### src/rtl/riscv_multicycle_ctrl.sv
// riscv_multicycle_ctrl
// Control FSM for a multicycle RV32 datapath (PC, IR, MDR, A/B, ALUOut, one
// shared memory). Decodes the IR fields, drives every datapath enable and mux
// select, and handshakes with the memory. Supports LW, SW, BEQ, ADDI, ADD/SUB.
// It also counts retired instructions and raises sticky halt/illegal flags.
//
// Ports
//   clk, reset (async, active-low)
//   opcode/funct3/funct7/instr_zero : IR fields, valid from DECODE onward
//   alu_zero                        : ALU result == 0 (BEQ outcome)
//   mem_ready                       : memory completes the current access
//   mem_req/mem_we/iord             : memory request, write enable, address select
//   ir_write/pc_write/pc_source     : IR load, PC load, PC input select
//   reg_write/mem_to_reg            : register write and writeback select
//   alu_src_a/alu_src_b/alu_op      : ALU operand selects and operation
//   state                           : current state (debug)
//   instret                         : retired-instruction count (wraps)
//   halted/illegal                  : sticky terminal-state flags
module riscv_multicycle_ctrl #(
    parameter int INSTRET_W = 32
) (
    input  logic                 clk,
    input  logic                 reset,
    input  logic [6:0]           opcode,
    input  logic [2:0]           funct3,
    input  logic [6:0]           funct7,
    input  logic                 instr_zero,
    input  logic                 alu_zero,
    input  logic                 mem_ready,
    output logic                 mem_req,
    output logic                 mem_we,
    output logic                 iord,
    output logic                 ir_write,
    output logic                 pc_write,
    output logic                 pc_source,
    output logic                 reg_write,
    output logic                 mem_to_reg,
    output logic [1:0]           alu_src_a,
    output logic [1:0]           alu_src_b,
    output logic [1:0]           alu_op,
    output logic [3:0]           state,
    output logic [INSTRET_W-1:0] instret,
    output logic                 halted,
    output logic                 illegal
);

    typedef enum logic [3:0] {
        S_FETCH     = 4'd0,
        S_DECODE    = 4'd1,
        S_MEM_ADDR  = 4'd2,
        S_MEM_READ  = 4'd3,
        S_MEM_WB    = 4'd4,
        S_MEM_WRITE = 4'd5,
        S_EXECUTE   = 4'd6,
        S_ALU_WB    = 4'd7,
        S_BRANCH    = 4'd8,
        S_IMM_EXEC  = 4'd9,
        S_HALT      = 4'd10,
        S_ILLEGAL   = 4'd11
    } state_t;

    localparam logic [6:0] OP_LW   = 7'b0000011;
    localparam logic [6:0] OP_SW   = 7'b0100011;
    localparam logic [6:0] OP_R    = 7'b0110011;
    localparam logic [6:0] OP_BEQ  = 7'b1100011;
    localparam logic [6:0] OP_ADDI = 7'b0010011;

    state_t               state_reg, state_next;
    logic [INSTRET_W-1:0] instret_reg;
    logic                 halted_reg, illegal_reg;
    logic                 retire;

    always_ff @(posedge clk or negedge reset) begin
        if (!reset) begin
            state_reg   <= S_FETCH;
            instret_reg <= '0;
            halted_reg  <= 1'b0;
            illegal_reg <= 1'b0;
        end else begin
            state_reg   <= state_next;
            instret_reg <= instret_reg + {{(INSTRET_W-1){1'b0}}, retire};
            halted_reg  <= halted_reg  | (state_reg == S_HALT);
            illegal_reg <= illegal_reg | (state_reg == S_ILLEGAL);
        end
    end

    always_comb begin
        state_next = state_reg;
        retire     = 1'b0;
        mem_req    = 1'b0;
        mem_we     = 1'b0;
        iord       = 1'b0;
        ir_write   = 1'b0;
        pc_write   = 1'b0;
        pc_source  = 1'b0;
        reg_write  = 1'b0;
        mem_to_reg = 1'b0;
        alu_src_a  = 2'b00;
        alu_src_b  = 2'b00;
        alu_op     = 2'b00;

        case (state_reg)
            S_FETCH: begin
                // PC <= PC + 4 and IR load happen only on the completing cycle
                mem_req   = 1'b1;
                alu_src_b = 2'b01;
                if (mem_ready) begin
                    ir_write   = 1'b1;
                    pc_write   = 1'b1;
                    state_next = S_DECODE;
                end
            end
            S_DECODE: begin
                // Branch target precomputed into ALUOut from the old PC
                alu_src_a = 2'b10;
                alu_src_b = 2'b11;
                if (instr_zero) begin
                    state_next = S_HALT;
                end else begin
                    case (opcode)
                        OP_LW, OP_SW: state_next = S_MEM_ADDR;
                        OP_R:    state_next = (funct3 == 3'd0 && (funct7 == 7'h00 || funct7 == 7'h20))
                                              ? S_EXECUTE : S_ILLEGAL;
                        OP_BEQ:  state_next = (funct3 == 3'd0) ? S_BRANCH : S_ILLEGAL;
                        OP_ADDI: state_next = (funct3 == 3'd0) ? S_IMM_EXEC : S_ILLEGAL;
                        default: state_next = S_ILLEGAL;
                    endcase
                end
            end
            S_MEM_ADDR: begin
                alu_src_a  = 2'b01;
                alu_src_b  = 2'b10;
                state_next = (opcode == OP_SW) ? S_MEM_WRITE : S_MEM_READ;
            end
            S_MEM_READ: begin
                mem_req = 1'b1;
                iord    = 1'b1;
                if (mem_ready) state_next = S_MEM_WB;
            end
            S_MEM_WB: begin
                reg_write  = 1'b1;
                mem_to_reg = 1'b1;
                retire     = 1'b1;
                state_next = S_FETCH;
            end
            S_MEM_WRITE: begin
                mem_req = 1'b1;
                mem_we  = 1'b1;
                iord    = 1'b1;
                if (mem_ready) begin
                    retire     = 1'b1;
                    state_next = S_FETCH;
                end
            end
            S_EXECUTE: begin
                alu_src_a  = 2'b01;
                alu_op     = 2'b10;
                state_next = S_ALU_WB;
            end
            S_IMM_EXEC: begin
                alu_src_a  = 2'b01;
                alu_src_b  = 2'b10;
                state_next = S_ALU_WB;
            end
            S_ALU_WB: begin
                reg_write  = 1'b1;
                retire     = 1'b1;
                state_next = S_FETCH;
            end
            S_BRANCH: begin
                // A - B; taken branch loads the target held in ALUOut
                alu_src_a  = 2'b01;
                alu_op     = 2'b01;
                pc_source  = 1'b1;
                pc_write   = alu_zero;
                retire     = 1'b1;
                state_next = S_FETCH;
            end
            S_HALT, S_ILLEGAL: ;
            default: state_next = S_FETCH;
        endcase

        // Reset state is FETCH, which would otherwise request memory
        if (!reset) begin
            mem_req    = 1'b0;
            mem_we     = 1'b0;
            iord       = 1'b0;
            ir_write   = 1'b0;
            pc_write   = 1'b0;
            pc_source  = 1'b0;
            reg_write  = 1'b0;
            mem_to_reg = 1'b0;
            alu_src_a  = 2'b00;
            alu_src_b  = 2'b00;
            alu_op     = 2'b00;
        end
    end

    assign state   = state_reg;
    assign instret = instret_reg;
    assign halted  = halted_reg;
    assign illegal = illegal_reg;

endmodule
### config.mk
export PLATFORM = sky130hd
export DESIGN_NAME = riscv_multicycle_ctrl
export DESIGN_NICKNAME = d
export VERILOG_FILES = /design/src/rtl/riscv_multicycle_ctrl.sv
export SDC_FILE = /design/constraint.sdc
export NUM_CORES = 1
export LEC_CHECK = 0
export BUFFER_PORTS_ARGS = -buffer_cell sky130_fd_sc_hd__buf_2
export CAP_MARGIN = 10
export CORE_MARGIN = 2
export CORE_UTILIZATION = 30
export DETAILED_ROUTE_END_ITERATION = 12
export SKIP_CTS_REPAIR_TIMING = 1
export SLEW_MARGIN = 25
export SYNTH_ARGS = -nofsm -noshare
export SYNTH_HDL_FRONTEND = slang
export SYNTH_SLANG_ARGS = --single-unit
### constraint.sdc
create_clock -name clk -period 3.61 [get_ports clk]
set_clock_uncertainty 0.2 [all_clocks]
set_input_delay 0.1805 -clock clk [delete_from_list [all_inputs] [get_ports clk]]
set_output_delay 0.1805 -clock clk [all_outputs]
set_load 0.02 [all_outputs]
==> results of run 1 <==
[worst max path at each step]
| stage | start | endpoint | slack [ns] | cells after the start |
|---|---|---|---|---|
| 3_3_place_gp | state[2]$_DFFE_PN0P_ | instret[18]$_DFF_PN0_ | 0.67 | 11 |
| 6_report | state[2]$_DFFE_PN0P_ | instret[26]$_DFF_PN0_ | 0.64 | 11 |
| 2_1_floorplan | state[2]$_DFFE_PN0P_ | instret[26]$_DFF_PN0_ | 0.74 | 12 |
| 4_1_cts | state[2]$_DFFE_PN0P_ | instret[16]$_DFF_PN0_ | 0.62 | 11 |
| 5_1_grt | state[2]$_DFFE_PN0P_ | instret[26]$_DFF_PN0_ | 0.38 | 11 |
| 3_5_place_dp | state[2]$_DFFE_PN0P_ | instret[16]$_DFF_PN0_ | 0.64 | 11 |
[per-layer routing]
layer / part of all wire [%] / wire length (um) / vias up / track usage (%)
met1: 48 / 2320 / 867 / 17.4
li1: - / - / 920 / -
met2: 47 / 2280 / 53 / 21.8
met5: 0 / 0 / - / 0
met4: 1.1 / 55 / 0 / 3.36
met3: 4.6 / 225 / 7 / 3.02
[layout by cell type (no fill, tap or decap), types with 2 or more instances in the layout]
master	instances
inv_1	5
a21oi_1	8
or3_1	3
clkbuf_8	5
a31oi_1	3
nor2_1	20
o22ai_1	3
o21bai_1	2
nor2b_1	3
nor3b_1	2
nand3_1	12
nor3_1	7
dfrtp_1	38
buf_4	5
ha_1	2
clkinvlp_4	2
nand2b_1	8
nor4_4	2
nand2_1	15
nor4_1	3
or2_2	2
and3_1	5
nand4_1	14
o21ai_0	6
xor2_1	5
xnor2_1	27
nand4_4	2
buf_2	72
[power by group through the flow]
| stage | Combinational, mW | Clock, mW | Sequential (mW) |
|---|---|---|---|
| 6_report | 0.592 | 0.367 | 0.553 |
| 5_1_grt | 0.652 | 0.396 | 0.564 |
| 4_1_cts | 0.600 | 0.378 | 0.555 |
| 3_5_place_dp | 0.597 | 0 | 0.563 |
| 3_3_place_gp | 0.594 | 0 | 0.559 |
| 2_1_floorplan | 0.351 | 0 | 0.607 |
[per-stage QoR]
stage                     total power [mW]  hold WS (ns)  cells  utilization (%)  setup slack (ns)
final                                 1.51        0.0472    391             39.9             0.636
after global routing                  1.61        0.0486    391             39.9             0.379
after CTS                             1.53        -0.454    390             39.7             0.624
after detailed placement              1.16        -0.134    382             38.0             0.644
after global placement                1.15        -0.139    382             38.0             0.671
after floorplan                      0.958        -0.315    217                -             0.738
[layout make-up]
cell class | count | area (um2)
well taps | 96 | 120
flip-flops and latches | 38 | 951
clock buffers | 5 | 68.8
inverters | 5 | 18.8
repair buffers | 78 | 408
clock inverters | 3 | 45.0
fillers | 696 | 4090
multi-input cells | 166 | 1100
[logic make-up (layout without fill, tap and decap cells)]
family                   after synthesis  after routing  share of synthesized area, %
AND/OR/NAND/NOR                      104            104                          29.4
flip-flops                            38             38                          45.4
XOR/XNOR                              32             32                          13.4
AO/OA/AOI/OAI                         27             27                          7.88
buffers and inverters                 13             91                          2.33
adder cells (fa/ha/maj)                2              2                          1.19
multiplexers                           1              1                         0.478
[worst max-delay path, stage by stage, from the launching register on]
cell and delay (ns):
dfrtp_1 0.50, buf_4 0.23, nand2b_1 0.08, a21oi_1 0.13, a31oi_1 0.06, o22ai_1 0.16
ha_1 0.21, ha_1 0.21, inv_1 0.09, nor4_4 0.62, nand4_1 0.20, xnor2_1 0.16
==> impl_metrics.toml, run 1 <==
[hold_path]
min_from = "opcode[4]"
hp-class = "input port to flip-flop"
holdPathStages = 3
hold_end = "state[3]$_DFFE_PN0P_"

[placement]
gp_congestion = 0.790
port_buffers = 72
placed_area_um2 = 2580
place.detailed.hpwl_um = 3660

[global_route]
grt_pass1_wl_um = 8060
antenna_found_initial = 0
grt_pass1_vias = 1746
grt_max_degree = 30
grtUsageTotal_pct = 13.1
gr-total-overflow = 0

[sta]
relSlewSlack_pct = 56.7
period_share_pct = 82.4
rsz0062_at_grt = "no"
fmax_mhz = 336
setup_viol = 0
hold_violations = 0
period_minus_slack_ns = 2.97
tns_ns = 0
worst_pin_slew_ns = 0.645
slew_violations = 0

[logic_synthesis]
yosysMostFrequentCell = "dfrtp_1"
ys.flop_type = "dfrtp_1"
yosys.area.top_type = "dfrtp_1"
avgSynthCellArea_um2 = 9.66
synth_edf_count = 0
synthDistinctLibCells = 37
synth_top_area_share_pct = 45.4
synth_cells = 217
synth_area_leaders = "dfrtp_1, xnor2_1, nand4_1, nor2_1, nand3_1"
async_reset_ff_share_pct = 100
mappedNetlistArea_um2 = 2100
synth_commonest_cells = "dfrtp_1, xnor2_1, nor2_1"
yosys_warnings = 0
synth_seq_cells = 38
ys_seq_area_share_pct = 45.4
syn_nets = 241

[floorplan]
core_region_area_um2 = 6790
die_w_um = 87.6
die_area_um2 = 7670
pin_count = 74
initial_utilization_pct = 30.8
die_h_um = 87.6
rows = 30

[clock_tree]
clock_latency_ns = 0.29
htreeDepth = 2
cts_sinks = 38
cts_tree = "built"
clk_pin_slew_ns = 0.08
clock_path_buffers = 2
root_buffer = "clkbuf_8"
cts_buffers = 5

[finish]
final_layout_size_suffix_gt1_share_pct = 31.2
fin_area_um2 = 2710
syn2layout_area_growth_pct = 29.2
largest_reg_flops = 32
diodes = 0
nets = 318

[route]
num_vias = 1847
drc = 0
wl_per_cell_um = 12.5
finalWirelength_um = 4880
ant_nets = 0
drt-pass1-iter-count = 4
drt_iter0_markers = 84
avgViaCountPerCell = 4.72

[setup_path]
cp-start-kind = "flip-flop"
critPathRequiredTime_ns = 3.59
endpoint_kind = "flip-flop"
r2r-start = "state[2]$_DFFE_PN0P_"
path_max_fanout = 11
r2r-end = "instret[26]$_DFF_PN0_"
path_class = "flip-flop to flip-flop"
worst-r2r-setup-slack_ns = 0.64
arrival_ns = 2.95
reg2regPathDepth = 11

[pwr]
p_comb_share_pct = 39.1
p_int_mw = 0.916
switching_share_pct = 39.5
power_frac_seq_pct = 36.6
vdd_drop_max_mv = 0.213
switchingPower_mw = 0.597
leakage_nw = 1.32
power.density_nw_per_um2 = 559
clkPwrFrac_pct = 24.3

[run_status]
status = "finished, final reports clean"

[run]
drv_cap = 0
(Power assumes the default switching activity.)
==> run 2: changes to the inputs <==
==> constraint.sdc (replaced) <==
create_clock -name clk -period 2.4 [get_ports clk]
set_clock_uncertainty 0.2 [all_clocks]
set_input_delay 0.12 -clock clk [delete_from_list [all_inputs] [get_ports clk]]
set_output_delay 0.12 -clock clk [all_outputs]
set_load 0.02 [all_outputs]
==> impl_metrics.toml, run 2 (synthesis gave the netlist of run 1 again) <==
[run_status]
status = "finished, final reports clean"

[route]
avgViaCountPerCell = 4.67
wl_per_cell_um = 12.5
num_vias = 1895
ant_nets = 0
drt-pass1-iter-count = 4
finalWirelength_um = 5070
drt_iter0_markers = 83
drc = 0

[setup_path]
path_max_fanout = 8
arrival_ns = 2.34
path_class = "flip-flop to flip-flop"
cp-start-kind = "flip-flop"
critPathRequiredTime_ns = 2.37
endpoint_kind = "flip-flop"

[pwr]
leakage_nw = 1.41
power.density_nw_per_um2 = 837
vdd_drop_max_mv = 0.335

[hold_path]
hp-class = "input port to async pin"

[clock_tree]
clock_path_buffers = 2
cts_sinks = 38
cts_buffers = 5
clock_latency_ns = 0.28
htreeDepth = 2
cts_tree = "built"
clk_pin_slew_ns = 0.07
root_buffer = "clkbuf_8"

[placement]
place.detailed.hpwl_um = 3680
gp_congestion = 0.768
placed_area_um2 = 2690
port_buffers = 72

[finish]
syn2layout_area_growth_pct = 37.6
final_common_cell = "buf_2"
layout_common_cells = "buf_2, dfrtp_1, xnor2_1"
fin_area_um2 = 2880
diodes = 0
largest_reg_flops = 32
final_layout_size_suffix_gt1_share_pct = 36.8
nets = 334

[run]
drv_cap = 0

[sta]
relSlewSlack_pct = 69.4
period_minus_slack_ns = 2.37
slew_violations = 0
worst_pin_slew_ns = 0.454
setup_viol = 0
period_share_pct = 98.6
rsz0062_at_grt = "yes"
tns_ns = 0
hold_violations = 0
fmax_mhz = 423

[global_route]
antenna_found_initial = 0
grt_pass1_vias = 1647
gr-total-overflow = 0
grtUsageTotal_pct = 12.4
grt_max_degree = 35
grt_pass1_wl_um = 7670

[floorplan]
die_area_um2 = 7670
initial_utilization_pct = 30.8
die_h_um = 87.6
pin_count = 74
rows = 30
core_region_area_um2 = 6790
die_w_um = 87.6
## run 2: per-layer routing
layer / up-vias / routed length [um] / track usage, %
met4: 0 / 58 / 3.50
met5: - / 0 / 0
li1: 951 / - / -
met2: 41 / 2390 / 20.1
met3: 4 / 200 / 3.02
met1: 899 / 2420 / 16.7
## run 2: cell type report
type | count | area [um2]
clock buffer | 6 | 82.6
clock inverter | 1 | 30.0
fill | 676 | 3910
inverter | 5 | 21.3
multi-input combinational | 166 | 1130
sequential | 38 | 952
tap | 96 | 120
timing repair buffer | 94 | 542
## run 2: stage by stage
step                hold slack [ns]  util (%)  std cells  total power, mW  setup slack (ns)
floorplan                    -0.376         -        217             1.50            -0.251
global placement             -0.243      39.5        392             1.83            0.0327
detailed placement           -0.242      39.5        392             1.84           -0.0216
CTS                          -0.548      41.2        399             2.39           -0.0293
global route                 0.0163      42.4        406             2.57            -0.104
finish                      0.00959      42.4        406             2.41            0.0343
## run 2: path summary, 6_finish.rpt
kind	from	endpoint	slack [ns]	cells past startpoint
max	state[3]$_DFFE_PN0P_	instret[22]$_DFF_PN0_	0.03	11
min	reset	state[0]$_DFFE_PN0P_	0.01	2
max reg2reg	state[3]$_DFFE_PN0P_	instret[22]$_DFF_PN0_	0.03	11
min reg2reg	instret[31]$_DFF_PN0_	instret[31]$_DFF_PN0_	0.27	1
max in group asynchronous	reset	instret[14]$_DFF_PN0_	1.35	3
min in group clk	opcode[6]	state[2]$_DFFE_PN0P_	0.01	4
## run 2: critical path, stage by stage (launching register included)
cell     delay, ns
dfrtp_1       0.42
buf_4         0.18
inv_1         0.08
a31oi_1       0.08
o22ai_1       0.20
ha_2          0.25
ha_4          0.15
inv_4         0.04
nor4_4        0.21
buf_4         0.21
nand4_1       0.09
xnor2_1       0.15
## run 2: report_power, final
| group | internal, mW | total, mW | leakage [nW] | switching (mW) |
|---|---|---|---|---|
| Clock | 0.332 | 0.544 | 0.0573 | 0.211 |
| Sequential | 0.725 | 0.817 | 0.506 | 0.0923 |
| Combinational | 0.446 | 1.05 | 0.847 | 0.607 |
